$ cat src/rtl/score_ctrl_if.sv
// score_ctrl_if: bundles the game-event inputs and score/display outputs of
// score_ctrl.
//   master : drives new_game, line_valid, lines, game_over (game logic / bench)
//   slave  : drives score, hi_score, disp_value, disp_alt, busy, state (score_ctrl)
interface score_ctrl_if;
  logic       new_game;
  logic       line_valid;
  logic [2:0] lines;
  logic       game_over;
  logic [7:0] score;
  logic [7:0] hi_score;
  logic [7:0] disp_value;
  logic       disp_alt;
  logic       busy;
  logic [1:0] state;

  modport master (
    output new_game, line_valid, lines, game_over,
    input  score, hi_score, disp_value, disp_alt, busy, state
  );

  modport slave (
    input  new_game, line_valid, lines, game_over,
    output score, hi_score, disp_value, disp_alt, busy, state
  );
endinterface

$ cat src/rtl/score_ctrl.sv
// score_ctrl: converts line-clear events into points, buffers them in a
// saturating pending counter and counts the score up one point per
// STEP_CYCLES. On game over the remaining points are flushed at once, the
// high score is updated, and the display alternates score / high score.
//
// Ports:
//   clk        system clock
//   rst        synchronous active-high reset
//   bus        score_ctrl_if.slave
//                in : new_game, line_valid, lines[2:0], game_over
//                out: score[7:0], hi_score[7:0], disp_value[7:0], disp_alt,
//                     busy, state[1:0] (IDLE=0, PLAY=1, ADD=2, OVER=3)
//
// Build option: define SCORE_HISCORE_EN to build the high-score register and
// the alternating OVER display. Without it hi_score and disp_alt are 0 and
// no alt timer exists.
module score_ctrl #(
  parameter int STEP_CYCLES = 2_500_000,
  parameter int ALT_CYCLES  = 50_000_000,
  parameter int MAX_SCORE   = 99
) (
  input  logic        clk,
  input  logic        rst,
  score_ctrl_if.slave bus
);

  typedef enum logic [1:0] {
    S_IDLE = 2'd0,
    S_PLAY = 2'd1,
    S_ADD  = 2'd2,
    S_OVER = 2'd3
  } state_t;

  localparam int             STW       = (STEP_CYCLES > 1) ? $clog2(STEP_CYCLES) : 1;
  localparam logic [STW-1:0] STEP_LAST = STW'(STEP_CYCLES - 1);
  localparam logic [7:0]     MAXV      = 8'(MAX_SCORE);

  // Two-digit display cannot show more than 99.
  generate
    if (MAX_SCORE > 99 || MAX_SCORE < 1 || STEP_CYCLES < 1 || ALT_CYCLES < 1) begin : g_bad_param
      $error("score_ctrl: illegal parameter value");
    end
  endgenerate

  state_t         r_state, w_state;
  logic [7:0]     r_score, w_score;
  logic [4:0]     r_pend,  w_pend;
  logic [STW-1:0] r_step,  w_step;
  logic           r_busy;
  logic [7:0]     r_disp,  w_disp;

  logic [3:0]     w_pts;
  logic [8:0]     w_flush;
  logic [7:0]     w_flush_sat;
  logic [5:0]     w_add_sum;
  logic [5:0]     w_step_sum;

`ifdef SCORE_HISCORE_EN
  localparam int             ATW      = (ALT_CYCLES > 1) ? $clog2(ALT_CYCLES) : 1;
  localparam logic [ATW-1:0] ALT_LAST = ATW'(ALT_CYCLES - 1);
  logic [7:0]     r_hi,   w_hi;
  logic           r_alt,  w_alt;
  logic [ATW-1:0] r_atmr, w_atmr;
`endif

  function automatic logic [4:0] sat5(input logic [5:0] v);
    return (v > 6'd31) ? 5'd31 : v[4:0];
  endfunction

  // Points of this cycle's event; zero means "no valid event".
  always_comb begin
    w_pts = 4'd0;
    if (bus.line_valid) begin
      case (bus.lines)
        3'd1:    w_pts = 4'd1;
        3'd2:    w_pts = 4'd3;
        3'd3:    w_pts = 4'd5;
        3'd4:    w_pts = 4'd8;
        default: w_pts = 4'd0;
      endcase
    end
  end

  // Worst case 99 + 31 + 8 fits in 9 bits before saturation.
  assign w_flush     = {1'b0, r_score} + {4'b0, r_pend} + {5'b0, w_pts};
  assign w_flush_sat = (w_flush > {1'b0, MAXV}) ? MAXV : w_flush[7:0];
  assign w_add_sum   = {1'b0, r_pend} + {2'b0, w_pts};
  // Only used in ADD, where pending is at least 1.
  assign w_step_sum  = w_add_sum - 6'd1;

  always_comb begin
    w_state = r_state;
    w_score = r_score;
    w_pend  = r_pend;
    w_step  = r_step;
`ifdef SCORE_HISCORE_EN
    w_hi    = r_hi;
    w_alt   = r_alt;
    w_atmr  = r_atmr;
`endif
    if (bus.new_game) begin
      w_state = S_PLAY;
      w_score = 8'd0;
      w_pend  = 5'd0;
      w_step  = '0;
`ifdef SCORE_HISCORE_EN
      w_alt   = 1'b0;
      w_atmr  = '0;
`endif
    end else begin
      case (r_state)
        S_PLAY, S_ADD: begin
          if (bus.game_over) begin
            w_state = S_OVER;
            w_score = w_flush_sat;
            w_pend  = 5'd0;
            w_step  = '0;
`ifdef SCORE_HISCORE_EN
            w_alt   = 1'b0;
            w_atmr  = '0;
            if (w_flush_sat > r_hi) w_hi = w_flush_sat;
`endif
          end else if (r_state == S_PLAY) begin
            // A saturated score discards further events.
            if (w_pts != 4'd0 && r_score != MAXV) begin
              w_state = S_ADD;
              w_pend  = {1'b0, w_pts};
              w_step  = '0;
            end
          end else if (r_step == STEP_LAST) begin
            w_step  = '0;
            w_score = r_score + 8'd1;
            w_pend  = sat5(w_step_sum);
            if (r_score + 8'd1 == MAXV) begin
              w_pend  = 5'd0;
              w_state = S_PLAY;
            end else if (sat5(w_step_sum) == 5'd0) begin
              w_state = S_PLAY;
            end
          end else begin
            w_step = r_step + 1'b1;
            w_pend = sat5(w_add_sum);
          end
        end
        S_OVER: begin
`ifdef SCORE_HISCORE_EN
          if (r_atmr == ALT_LAST) begin
            w_atmr = '0;
            w_alt  = ~r_alt;
          end else begin
            w_atmr = r_atmr + 1'b1;
          end
`endif
        end
        default: ;
      endcase
    end
  end

`ifdef SCORE_HISCORE_EN
  assign w_disp = w_alt ? w_hi : w_score;
`else
  assign w_disp = w_score;
`endif

  always_ff @(posedge clk) begin
    if (rst) begin
      r_state <= S_IDLE;
      r_score <= 8'd0;
      r_pend  <= 5'd0;
      r_step  <= '0;
      r_busy  <= 1'b0;
      r_disp  <= 8'd0;
`ifdef SCORE_HISCORE_EN
      r_hi    <= 8'd0;
      r_alt   <= 1'b0;
      r_atmr  <= '0;
`endif
    end else begin
      r_state <= w_state;
      r_score <= w_score;
      r_pend  <= w_pend;
      r_step  <= w_step;
      r_busy  <= (w_state == S_ADD);
      r_disp  <= w_disp;
`ifdef SCORE_HISCORE_EN
      r_hi    <= w_hi;
      r_alt   <= w_alt;
      r_atmr  <= w_atmr;
`endif
    end
  end

  assign bus.score      = r_score;
  assign bus.disp_value = r_disp;
  assign bus.busy       = r_busy;
  assign bus.state      = r_state;
`ifdef SCORE_HISCORE_EN
  assign bus.hi_score   = r_hi;
  assign bus.disp_alt   = r_alt;
`else
  assign bus.hi_score   = 8'd0;
  assign bus.disp_alt   = 1'b0;
`endif

endmodule

$ cat src/flat_wrapper.sv
// flat-port wrapper written by rule: the top's interface ports become plain ports
module score_ctrl_flat 
#(
  parameter int STEP_CYCLES = 2_500_000,
  parameter int ALT_CYCLES  = 50_000_000,
  parameter int MAX_SCORE   = 99
)
  (clk, rst, bus_new_game, bus_line_valid, bus_lines, bus_game_over, bus_score, bus_hi_score, bus_disp_value, bus_disp_alt, bus_busy, bus_state);
  score_ctrl_if bus_i ();
  input  logic clk;
  input  logic rst;
  input wire logic [$bits(bus_i.new_game)-1:0] bus_new_game;
  input wire logic [$bits(bus_i.line_valid)-1:0] bus_line_valid;
  input wire logic [$bits(bus_i.lines)-1:0] bus_lines;
  input wire logic [$bits(bus_i.game_over)-1:0] bus_game_over;
  output wire logic [$bits(bus_i.score)-1:0] bus_score;
  output wire logic [$bits(bus_i.hi_score)-1:0] bus_hi_score;
  output wire logic [$bits(bus_i.disp_value)-1:0] bus_disp_value;
  output wire logic [$bits(bus_i.disp_alt)-1:0] bus_disp_alt;
  output wire logic [$bits(bus_i.busy)-1:0] bus_busy;
  output wire logic [$bits(bus_i.state)-1:0] bus_state;
  assign bus_i.new_game = bus_new_game;
  assign bus_i.line_valid = bus_line_valid;
  assign bus_i.lines = bus_lines;
  assign bus_i.game_over = bus_game_over;
  assign bus_score = bus_i.score;
  assign bus_hi_score = bus_i.hi_score;
  assign bus_disp_value = bus_i.disp_value;
  assign bus_disp_alt = bus_i.disp_alt;
  assign bus_busy = bus_i.busy;
  assign bus_state = bus_i.state;
  score_ctrl #(.STEP_CYCLES(STEP_CYCLES), .ALT_CYCLES(ALT_CYCLES), .MAX_SCORE(MAX_SCORE)) u_core (.clk(clk), .rst(rst), .bus(bus_i));
endmodule
$ cat config.mk
export PLATFORM = sky130hd
export DESIGN_NAME = score_ctrl_flat
export DESIGN_NICKNAME = d
export VERILOG_FILES = /design/src/rtl/score_ctrl_if.sv /design/src/rtl/score_ctrl.sv /design/src/flat_wrapper.sv
export SDC_FILE = /design/constraint.sdc
export NUM_CORES = 1
export LEC_CHECK = 0
export CAP_MARGIN = 25
export CORE_MARGIN = 2
export CORE_UTILIZATION = 40
export DETAILED_ROUTE_END_ITERATION = 6
export MAX_ROUTING_LAYER = met4
export PLACE_DENSITY_LB_ADDON = 0.15
export SLEW_MARGIN = 10
export SYNTH_ARGS = -nofsm -noshare
export SYNTH_HDL_FRONTEND = slang
export SYNTH_SLANG_ARGS = --single-unit
$ cat constraint.sdc
create_clock -name clk -period 5.3 [get_ports clk]
set_clock_uncertainty 0.15 [all_clocks]
set_input_delay 1.06 -clock clk [delete_from_list [all_inputs] [get_ports clk]]
set_output_delay 1.06 -clock clk [all_outputs]
set_load 0.01 [all_outputs]
### Word level (Yosys, flattened, before mapping)

Cells that the tools add are included.

| storage, ports and cells | value |
|---|---|
| register bits after elaboration | 38 |
| input port bits | 8 |
| output and inout bits | 28 |
| logic and storage cells | 59 |

| operators by class | value |
|---|---|
| add/sub/neg operators | 6 |
| order comparisons | 3 |
| equality and inequality tests | 12 |
| muxes and demuxes | 25 |
| reductions and logical operators | 8 |

Operator list:

| operator | count |
|---|---|
| $mux W22 | 4 |
| $mux W5 | 7 |
| $mux W8 | 4 |
| $add A22 B1 Y22 const B | 1 |
| $eq A22 B22 Y1 const B | 1 |
| $mux W2 | 8 |
| $pmux W4 S4 | 1 |
| $gt A6 B5 Y1 const B | 2 |
| $add A8 B5 Y9 | 1 |
| $add A9 B4 Y9 | 1 |
| $gt A9 B7 Y1 const B | 1 |
| $add A8 B1 Y8 const B | 1 |
| $eq A8 B7 Y1 const B | 1 |
| $ne A8 B7 Y1 const B | 1 |
| $add A5 B4 Y6 | 1 |
| $eq A3 B2 Y1 const B | 2 |
| $sub A6 B1 Y6 const B | 1 |
| $logic_not A5 Y1 | 1 |
| $eq A2 B2 Y1 const B | 2 |
| $mux W4 | 1 |
| $reduce_bool A4 Y1 | 1 |
| $reduce_or A2 Y1 | 2 |
| $eq A3 B1 Y1 const B | 1 |
| $eq A3 B3 Y1 const B | 1 |
| other kinds (7) | 7 |

### Longest topological paths before layout

Gate-level depths: netlist of run 1.

| depth | value |
|---|---|
| depth in word-level cells | 16 |
| mapped depth | 13 |
| depth with buffers taken out | 13 |

### Worst setup path before layout of run 1

Ideal clock, no wire load.

| timing | value |
|---|---|
| path type | input port to flip-flop |
| from | input port bus_line_valid |
| to | register u_core.r_score[2] (netlist: u_core.bus.score[2]) |
| library setup time | 86 ps |
| data arrival time | 3839 ps |
| required time | 5064 ps |
| path slack | 1225 ps |
| cell stages on the path | 12 |
| buffers on the path | 0 |
| cell sequence | nor2b_1 -> nand2_1 -> nor2_1 -> fa_1 -> ha_1 -> fa_1 -> nor3_1 -> nor2_1 -> a221o_1 -> a31oi_1 -> o21ai_0 -> a211oi_1 |

| on the way | value |
|---|---|
| cells in the longest elaborated chain, start to end | 5 |

Ends and longest elaborated chain:

| element | line | text |
|---|---|---|
| from (decl) | flat_wrapper.sv:13 | `input wire logic [$bits(bus_i.line_valid)-1:0] bus_line_valid;` |
| $mux W4 (*) | score_ctrl.sv:73 | `if (bus.line_valid) begin` |
| $add A9 B4 Y9 (*) | score_ctrl.sv:85 | `assign w_flush = {1'b0, r_score} + {4'b0, r_pend} + {5'b0, w_pts};` |
| $gt A9 B7 Y1 | score_ctrl.sv:86 | `assign w_flush_sat = (w_flush > {1'b0, MAXV}) ? MAXV : w_flush[7:0];` |
| $mux W8 (*) | score_ctrl.sv:86 |  |
| $mux W8 (*) | score_ctrl.sv:113 | `if (bus.game_over) begin` |
| to (signal assigned) | score_ctrl.sv:181 | `r_score <= w_score;` |
| to (decl) | score_ctrl.sv:46 | `logic [7:0] r_score, w_score;` |

Every way passes the cells marked *; elsewhere a longest branch is shown, timed or not.
A chain may end at the register's enable or synchronous reset.

### Final worst setup path of run 1

| timing | value |
|---|---|
| from | input port bus_line_valid |
| to | register u_core.r_score[4] (netlist: u_core.bus.score[4]) |

Same word-level chain as after synthesis.

==> results.json, run 1 <==
{
  "finalWirelength_mm": 9.27,
  "finalSetupViolCount": 0,
  "startpoint": "bus_line_valid",
  "p_leak_nw": 1.30,
  "initial_utilization_pct": 41.1,
  "die-area_sq_mm": 0.00920,
  "yosysWarnings": 0,
  "min_period_ps": 4600,
  "via_per_inst": 6.10,
  "syn_inst": 439,
  "synth_common_cells": "nor2_1, dfxtp_1, a21oi_1, nand2_1, nand3_1",
  "slew_viol_final": 0,
  "run_status": "complete, no violations",
  "numCtsBuffers": 5,
  "drtIter0Drc": 143,
  "multi_input_area_sq_mm": 0.00238,
  "comb_power_share_pct": 19.4,
  "synth_enable_flop_cells": 0,
  "r2r-start": "u_core.bus.score[0]",
  "cp.required_ps": 5370,
  "dp.cells": 546,
  "cts_tree": "yes",
  "ys_types": 71,
  "end_kind": "flip-flop",
  "met2_usage_pct": 33.4,
  "max_freq_ghz": 0.217,
  "routed-via-count": 3375,
  "switching_share_pct": 31.0,
  "final.fill_count": 836,
  "top_usage_layer": "met2",
  "die_height_um": 95.9,
  "async_flop_share_pct": 0,
  "post_cts_buffers": 0,
  "grt_pass1_wl_mm": 15.6,
  "syn2layout_area_growth_pct": 9.37,
  "endpoint": "u_core.bus.score[4]",
  "rsz0062_at_grt": "no",
  "hold_viol_final": 0,
  "ys_seq_area_share_pct": 22.5,
  "yosysMostFrequentCell": "nor2_1",
  "rows": 33,
  "grt_pass1_vias": 3163,
  "grt_max_degree": 23,
  "p_seq_share_pct": 48.4,
  "path_clk_slew_ps": 80,
  "clkPwrFrac_pct": 32.2,
  "met1_usage_pct": 30.8,
  "drc_errors": 0,
  "dp_hpwl_mm": 7.12,
  "grt_use_met3_pct": 3.76,
  "hold_start": "u_core.r_step[4]",
  "stdcell_count": 553,
  "hold_class": "reg2reg",
  "relSlewSlack_pct": 42.3,
  "fin_crit_sh_pct": 86.8,
  "p_per_area_mw_per_mm2": 166,
  "syn_area_per_cell_sq_um": 7.70,
  "wl_per_cell_um": 16.8,
  "layout-drive-gt1-share_pct": 6.25,
  "synth_area_leader_cell": "dfxtp_1",
  "cts-hold-fix-buffers": 0,
  "grt_usage_pct": 22.2,
  "grt_overflow": 0,
  "maxCapViolations": 0,
  "io_pins": 36,
  "port_buffers": 26,
  "cts_num_sinks": 38,
  "fin_nets": 478,
  "antenna_found_initial": 0,
  "cts.repair.resized": 0,
  "htreeDepth": 2,
  "p_int_uw": 422,
  "synthTopCellsByArea": "dfxtp_1, ha_1, nor2_1",
  "clockBufferDepth": 2,
  "fin_setup_tns_ps": 0,
  "path_class": "in2reg",
  "ys.flop_type": "dfxtp_1",
  "firstDrtPassIters": 5,
  "drtAntennaViolNets": 0,
  "root_buffer": "clkbuf_8",
  "total_power_uw": 612,
  "start_kind": "input port",
  "ys_ff_latch": 38,
  "r2r-end": "u_core.bus.score[4]",
  "p_switching_uw": 190,
  "arrival_ps": 4670,
  "syn_area_sq_mm": 0.00338,
  "ff_latch_area_sq_um": 761,
  "peakVddDrop_mv": 0.0832,
  "n_antenna_cell": 0,
  "r2r_cells": 11,
  "synth_top_area_share_pct": 22.5,
  "regToRegSetupSlack_ps": 1890,
  "insertion_delay_ps": 300,
  "coreArea_sq_mm": 0.00822,
  "gp_congestion": 0.888,
  "die_x_um": 95.9,
  "tightest_slew_ps": 862,
  "cp_max_fo": 5
}
how the worst min path moves through the flow:
stage | endpoint | slack, ps | cells after the start
floorplan | u_core.r_step[20] | 320 | 2
global placement | u_core.r_step[4] | 350 | 2
detailed placement | u_core.r_step[4] | 350 | 2
finish | u_core.r_step[4] | 370 | 2
CTS | u_core.r_step[4] | 370 | 2
global route | u_core.r_step[4] | 420 | 2
flip-flops by register name (all words and copies together), names as in the netlist:
register and count:
u_core.bus.busy 1, u_core.bus.score 8, u_core.r_step 22, u_core.bus.state 2
u_core.r_pend 5
cells in the final DEF, fill, tap and decap left out, types with 3 or more instances in the layout:
cell type        instances
nor3_1                  16
nor4b_1                  4
nand3_1                 21
and2_1                   5
a211oi_1                 6
inv_1                   16
clkdlybuf4s50_1         26
or3_1                    6
o32ai_1                  3
o31ai_1                  3
xnor2_1                 17
or2_2                    4
a21o_1                   6
a31o_2                   3
or4_1                    5
a31oi_1                  9
dfxtp_1                 38
nor4_1                   4
clkbuf_8                 5
nor2_1                  50
nand4_1                  7
a21oi_1                 27
and3_1                   7
buf_4                    3
nor3b_1                 10
conb_1                   9
o21ai_0                 20
and4_1                   4
fa_1                     6
ha_1                    16
nand2_1                 27
xor2_1                   3
nor2b_1                  7
o211ai_1                 6
power by group through the flow:
stage	Combinational (mW)	Sequential [mW]	Clock [mW]
after global placement	0.117	0.303	0
after CTS	0.117	0.296	0.203
final	0.119	0.296	0.197
after floorplan	0.0872	0.301	0
after detailed placement	0.117	0.303	0
after global routing	0.131	0.297	0.212
cell families (layout without fill, tap and decap cells):
| logic type | Yosys count | in the layout | share of synthesized area (%) |
|---|---|---|---|
| simple gates | 189 | 189 | 30.3 |
| xor+xnor | 21 | 21 | 5.66 |
| fa+ha+maj | 22 | 22 | 9.48 |
| compound gates | 116 | 116 | 23.9 |
| other cells | 1 | 9 | 0.111 |
| flops | 38 | 38 | 22.5 |
| buf+inv | 52 | 53 | 8.00 |
metrics by stage:
stage	setup WS [ps]	instance area (sq um)	hold WS, ps	utilization (%)
floorplan	1230	3410	321	-
global placement	477	3620	346	44.0
finish	697	3700	369	45.0
CTS	713	3700	367	45.0
global route	380	3700	420	45.0
detailed placement	416	3620	353	44.0
worst max-delay path, cell delays in order:
cell             delay (ps)
clkdlybuf4s50_1         460
nor2b_1                 240
nand2_1                 100
nor2_1                  290
fa_1                    480
ha_1                    250
fa_1                    460
nor3_1                  210
nor2_1                   70
a221o_1                 320
a31oi_1                 330
o21ai_0                 170
a211oi_1                230
layout make-up:
class,instances,share of cell area (%)
repair buffers,29,7.65
clock inverters,2,0.271
inverters,17,1.73
multi-input cells,357,64.4
flip-flops and latches,38,20.6
clock buffers,5,1.86
well taps,105,3.55
routing by layer:
metal | wire (um) | share of wire [%]
met1 | 4550 | 49
met3 | 582 | 6.3
met5 | 0 | 0
met2 | 3970 | 43
met4 | 163 | 1.8
Power figures use the tool's default switching activity.
==> run 2: changes to the inputs <==
- CORE_MARGIN: 2 -> 4
==> run 2 against run 1 <==
Against the previous run: hold slack improved by 2.8 ps; wire length down 0.79%; count of clock-buffer cells in the layout up 1; setup slack worse by 39 ps; sequential cell count is the same; critical endpoint unchanged; final cell count unchanged; register-to-register slack about the same; maximum frequency down 0.85%; largest power group unchanged; first-iteration DRC count rose by 39%; core utilization up 0.41 points.
==> results.json, run 2 (same netlist as run 1, synthesis figures left out) <==
{
  "cts.repair.resized": 0,
  "min_period_ps": 4640,
  "dpl_cell_area_sq_mm": 0.00362,
  "r2r-end": "u_core.bus.score[4]",
  "highest_layer": "met4",
  "hold_start": "u_core.r_step[4]",
  "final.fill_count": 815,
  "gp_congestion": 0.920,
  "syn2layout_area_growth_pct": 10.4,
  "cts_tree": "yes",
  "grt_max_degree": 23,
  "die_height_um": 99.9,
  "antenna_found_initial": 0,
  "cp.required_ps": 5350,
  "insertion_delay_ps": 290,
  "rows": 33,
  "finalSetupViolCount": 0,
  "arrival_ps": 4690,
  "final_cell_mix": "nor2_1, dfxtp_1, nand2_1, a21oi_1, clkdlybuf4s50_1",
  "drtAntennaViolNets": 0,
  "post_cts_buffers": 0,
  "coreArea_sq_mm": 0.00822,
  "via_per_inst": 5.91,
  "path_class": "in2reg",
  "n_antenna_cell": 0,
  "die-area_sq_mm": 0.00998,
  "total_power_uw": 669,
  "cts-hold-fix-buffers": 0,
  "holdWs_ps": 372,
  "whs_path_depth": 2,
  "utilization_pct": 45.4,
  "r2r-start": "u_core.bus.score[0]",
  "grt_pass1_wl_mm": 15.2,
  "drc_errors": 0,
  "path_clk_slew_ps": 80,
  "top_register": "u_core.r_step",
  "maxCapViolations": 0,
  "cts_num_sinks": 38,
  "holdPathEnd": "u_core.r_step[4]",
  "htreeDepth": 2,
  "io_pins": 36,
  "numCtsBuffers": 5,
  "run_status": "complete, no violations",
  "die_x_um": 99.9,
  "grt_pass1_vias": 3022,
  "peakVddDrop_mv": 0.109,
  "firstDrtPassIters": 5,
  "rsz0062_at_grt": "no",
  "drtIter0Drc": 199,
  "routed-via-count": 3269,
  "largest_reg_flops": 22,
  "max_freq_ghz": 0.215,
  "hold_class": "reg2reg",
  "grt_usage_pct": 19.2,
  "regToRegSetupSlack_ps": 1900,
  "fin_nets": 478,
  "finalWirelength_mm": 9.20,
  "cp_max_fo": 5,
  "wl_per_cell_um": 16.6,
  "relSlewSlack_pct": 41.2,
  "final_common_cell": "nor2_1",
  "hold_viol_final": 0,
  "fin_area_sq_mm": 0.00373,
  "p_per_area_mw_per_mm2": 179,
  "root_buffer": "clkbuf_8",
  "clockBufferDepth": 2,
  "fin_crit_sh_pct": 87.6,
  "r2r_cells": 11,
  "initial_utilization_pct": 41.1,
  "wl_met1_mm": 4.55,
  "met2_length_mm": 4.08,
  "layout-drive-gt1-share_pct": 6.25,
  "start_kind": "input port",
  "wl_met3_um": 529,
  "dp_hpwl_mm": 7.04,
  "fin_setup_tns_ps": 0,
  "grt_overflow": 0,
  "end_kind": "flip-flop",
  "tightest_slew_ps": 879,
  "p_leak_nw": 1.31,
  "port_buffers": 26,
  "slew_viol_final": 0
}
[run 2: worst max-delay path by stage]
stage / from / to / slack [ps] / cells after the start
detailed placement: bus_line_valid / u_core.bus.score[4] / 360 / 13
finish: bus_line_valid / u_core.bus.score[4] / 660 / 13
CTS: bus_line_valid / u_core.bus.score[4] / 670 / 13
global route: bus_line_valid / u_core.bus.score[3] / 420 / 13
floorplan: bus_line_valid / u_core.bus.score[2] / 1230 / 12
global placement: bus_line_valid / u_core.bus.score[4] / 440 / 13
[run 2: area by class of cell]
class | instances | area (sq um) | share of cell area (%)
clock buffer | 6 | 82.6 | 2.21
clock inverter | 1 | 30.0 | 0.805
inverter | 17 | 63.8 | 1.71
multi-input combinational | 357 | 2380 | 63.8
sequential | 38 | 761 | 20.4
tap | 105 | 131 | 3.52
timing repair buffer | 29 | 283 | 7.58
[run 2: critical path, cell delays in order]
cell             delay, ps
clkdlybuf4s50_1        470
nor2b_1                230
nand2_1                100
nor2_1                 280
fa_1                   480
ha_1                   250
fa_1                   470
nor3_1                 210
nor2_1                  60
a221o_1                320
a31oi_1                320
o21ai_0                170
a211oi_1               260
[run 2: layer usage]
metal	track usage, %	vias up
met5	-	-
met4	3.68	0
met3	3.20	4
met2	28.5	97
met1	27.6	1537
li1	-	1631
[run 2: where the power goes]
group          internal (mW)  switching (mW)
Clock                  0.151           0.104
Combinational         0.0448          0.0728
Sequential             0.289         0.00750
[run 2: metrics by stage]
stage / std cells / setup slack, ps
6_report: 553 / 658
4_1_cts: 553 / 667
5_1_grt: 553 / 422
2_1_floorplan: 447 / 1230
3_5_place_dp: 546 / 364
3_3_place_gp: 546 / 440
==> run 3: changes to the inputs <==
- clock period: 5.3 -> 4 ns (I/O delays scaled with it)
==> run 3 against run 2 <==
Against the previous run: die area stayed put; first-iteration DRC count is 5.0% lower; core utilization is 6.3 points higher; power is 49% higher; design area is 14% higher; hold slack better by 21 ps; global-route usage is 1.4 points higher; critical path depth is 1 higher; combinational power is 64% higher; sequential cell count stayed put; largest cell class unchanged; highest routed layer unchanged.
==> results.json, run 3 (same netlist as run 1, synthesis figures left out) <==
{
  "run_status": "complete, no violations",
  "die_height_um": 99.9,
  "die_x_um": 99.9,
  "initial_utilization_pct": 41.1,
  "relSlewSlack_pct": 44.2,
  "root_buffer": "clkbuf_8",
  "rows": 33,
  "die-area_sq_mm": 0.00998,
  "routed-via-count": 3529,
  "largest_reg_flops": 22,
  "arrival_ps": 3740,
  "port_buffers": 26,
  "dp_hpwl_mm": 7.60,
  "regToRegSetupSlack_ps": 760,
  "drtIter0Drc": 189,
  "maxCapViolations": 0,
  "p_per_area_mw_per_mm2": 234,
  "path_clk_slew_ps": 80,
  "finalWirelength_mm": 10.0,
  "multi_input_area_sq_mm": 0.00250,
  "via_per_inst": 5.88,
  "cts_tree": "yes",
  "drc_errors": 0,
  "top_register": "u_core.r_step",
  "wl_per_cell_um": 16.7,
  "antenna_found_initial": 0,
  "p_leak_nw": 1.63,
  "stdcell_count": 600,
  "ff_latch_area_sq_um": 761,
  "pre_cts_ws_ps": -565,
  "grt_pass1_vias": 3303,
  "layout-drive-gt1-share_pct": 19.6,
  "syn2layout_area_growth_pct": 25.7,
  "holdWs_ps": 393,
  "clockBufferDepth": 2,
  "final.fill_count": 799,
  "final_cell_mix": "nor2_1, buf_4, dfxtp_1",
  "slew_viol_final": 0,
  "total_power_uw": 996,
  "fin_area_sq_mm": 0.00425,
  "grt_pass1_wl_mm": 16.4,
  "max_freq_ghz": 0.270,
  "dp.cells": 591,
  "cts_num_sinks": 38,
  "cp_max_fo": 4,
  "finalSetupViolCount": 0,
  "drtAntennaViolNets": 0,
  "worst_slack_ps": 301,
  "end_kind": "flip-flop",
  "insertion_delay_ps": 290,
  "peakVddDrop_mv": 0.244,
  "grt_max_degree": 21,
  "cp.required_ps": 4040,
  "dpl_cell_area_sq_mm": 0.00396,
  "path_class": "in2reg",
  "tightest_slew_ps": 834,
  "hold_viol_final": 0,
  "final_common_cell": "nor2_1",
  "grt_usage_pct": 20.7,
  "rsz0062_at_grt": "no",
  "htreeDepth": 2,
  "numCtsBuffers": 5,
  "hold_class": "reg2reg",
  "grt_overflow": 0,
  "min_period_ps": 3700,
  "fin_nets": 524,
  "gp_congestion": 0.871,
  "io_pins": 36,
  "coreArea_sq_mm": 0.00822,
  "n_antenna_cell": 0,
  "firstDrtPassIters": 7,
  "start_kind": "input port",
  "fin_crit_sh_pct": 92.5
}
run 3: critical path, cell delays in order:
cell            delay (ps)
dlymetal6s2s_1         130
nor2b_4                130
nand2_2                100
nor2_4                  50
fa_1                   540
ha_2                   190
buf_6                  100
fa_2                   250
a21o_1                 210
nand3_1                120
or4_1                  550
a21oi_1                240
a31oi_1                 70
o221a_2                260
run 3: cell type report:
| type | instances | area share, % |
|---|---|---|
| timing repair buffer | 75 | 15.2 |
| clock buffer | 6 | 1.94 |
| clock inverter | 2 | 1.41 |
| sequential | 38 | 17.9 |
| inverter | 17 | 1.50 |
| multi-input combinational | 357 | 58.9 |
| tap | 105 | 3.09 |
run 3: per-layer routing:
layer	global-route usage [%]	vias to the layer above	routed length, um
li1	-	1715	-
met1	28.3	1683	4770
met2	32.5	118	4580
met3	2.92	13	561
met4	4.52	0	131
met5	-	-	0
run 3: worst paths after layout:
kind / start / to / depth (start not counted)
worst max-delay path: bus_line_valid / u_core.bus.score[5] / 14
worst min-delay path: u_core.r_step[21] / u_core.r_step[21] / 2
worst max register to register: u_core.bus.score[3] / u_core.bus.score[5] / 9
worst min register to register: u_core.r_step[21] / u_core.r_step[21] / 2
run 3: where the power goes:
| part | internal, mW | switching (mW) | leakage [nW] | total [mW] |
|---|---|---|---|---|
| clock network | 0.266 | 0.147 | 0.0714 | 0.413 |
| registers | 0.383 | 0.00741 | 0.307 | 0.390 |
| logic | 0.0817 | 0.111 | 1.25 | 0.193 |
run 3: stage by stage:
| stage | util, % | TNS [ps] |
|---|---|---|
| detailed placement | 48.1 | -4910 |
| CTS | 50.5 | 0 |
| finish | 51.7 | 0 |
| floorplan | - | 0 |
| global route | 51.7 | 0 |
| global placement | 48.1 | -3770 |
run 3: repair_timing:
action,in CTS,in global routing
pin swaps,3,15
resized for setup,13,28
buffers inserted,0,1
hold buffers,0,0
setup endpoints to repair,8,9
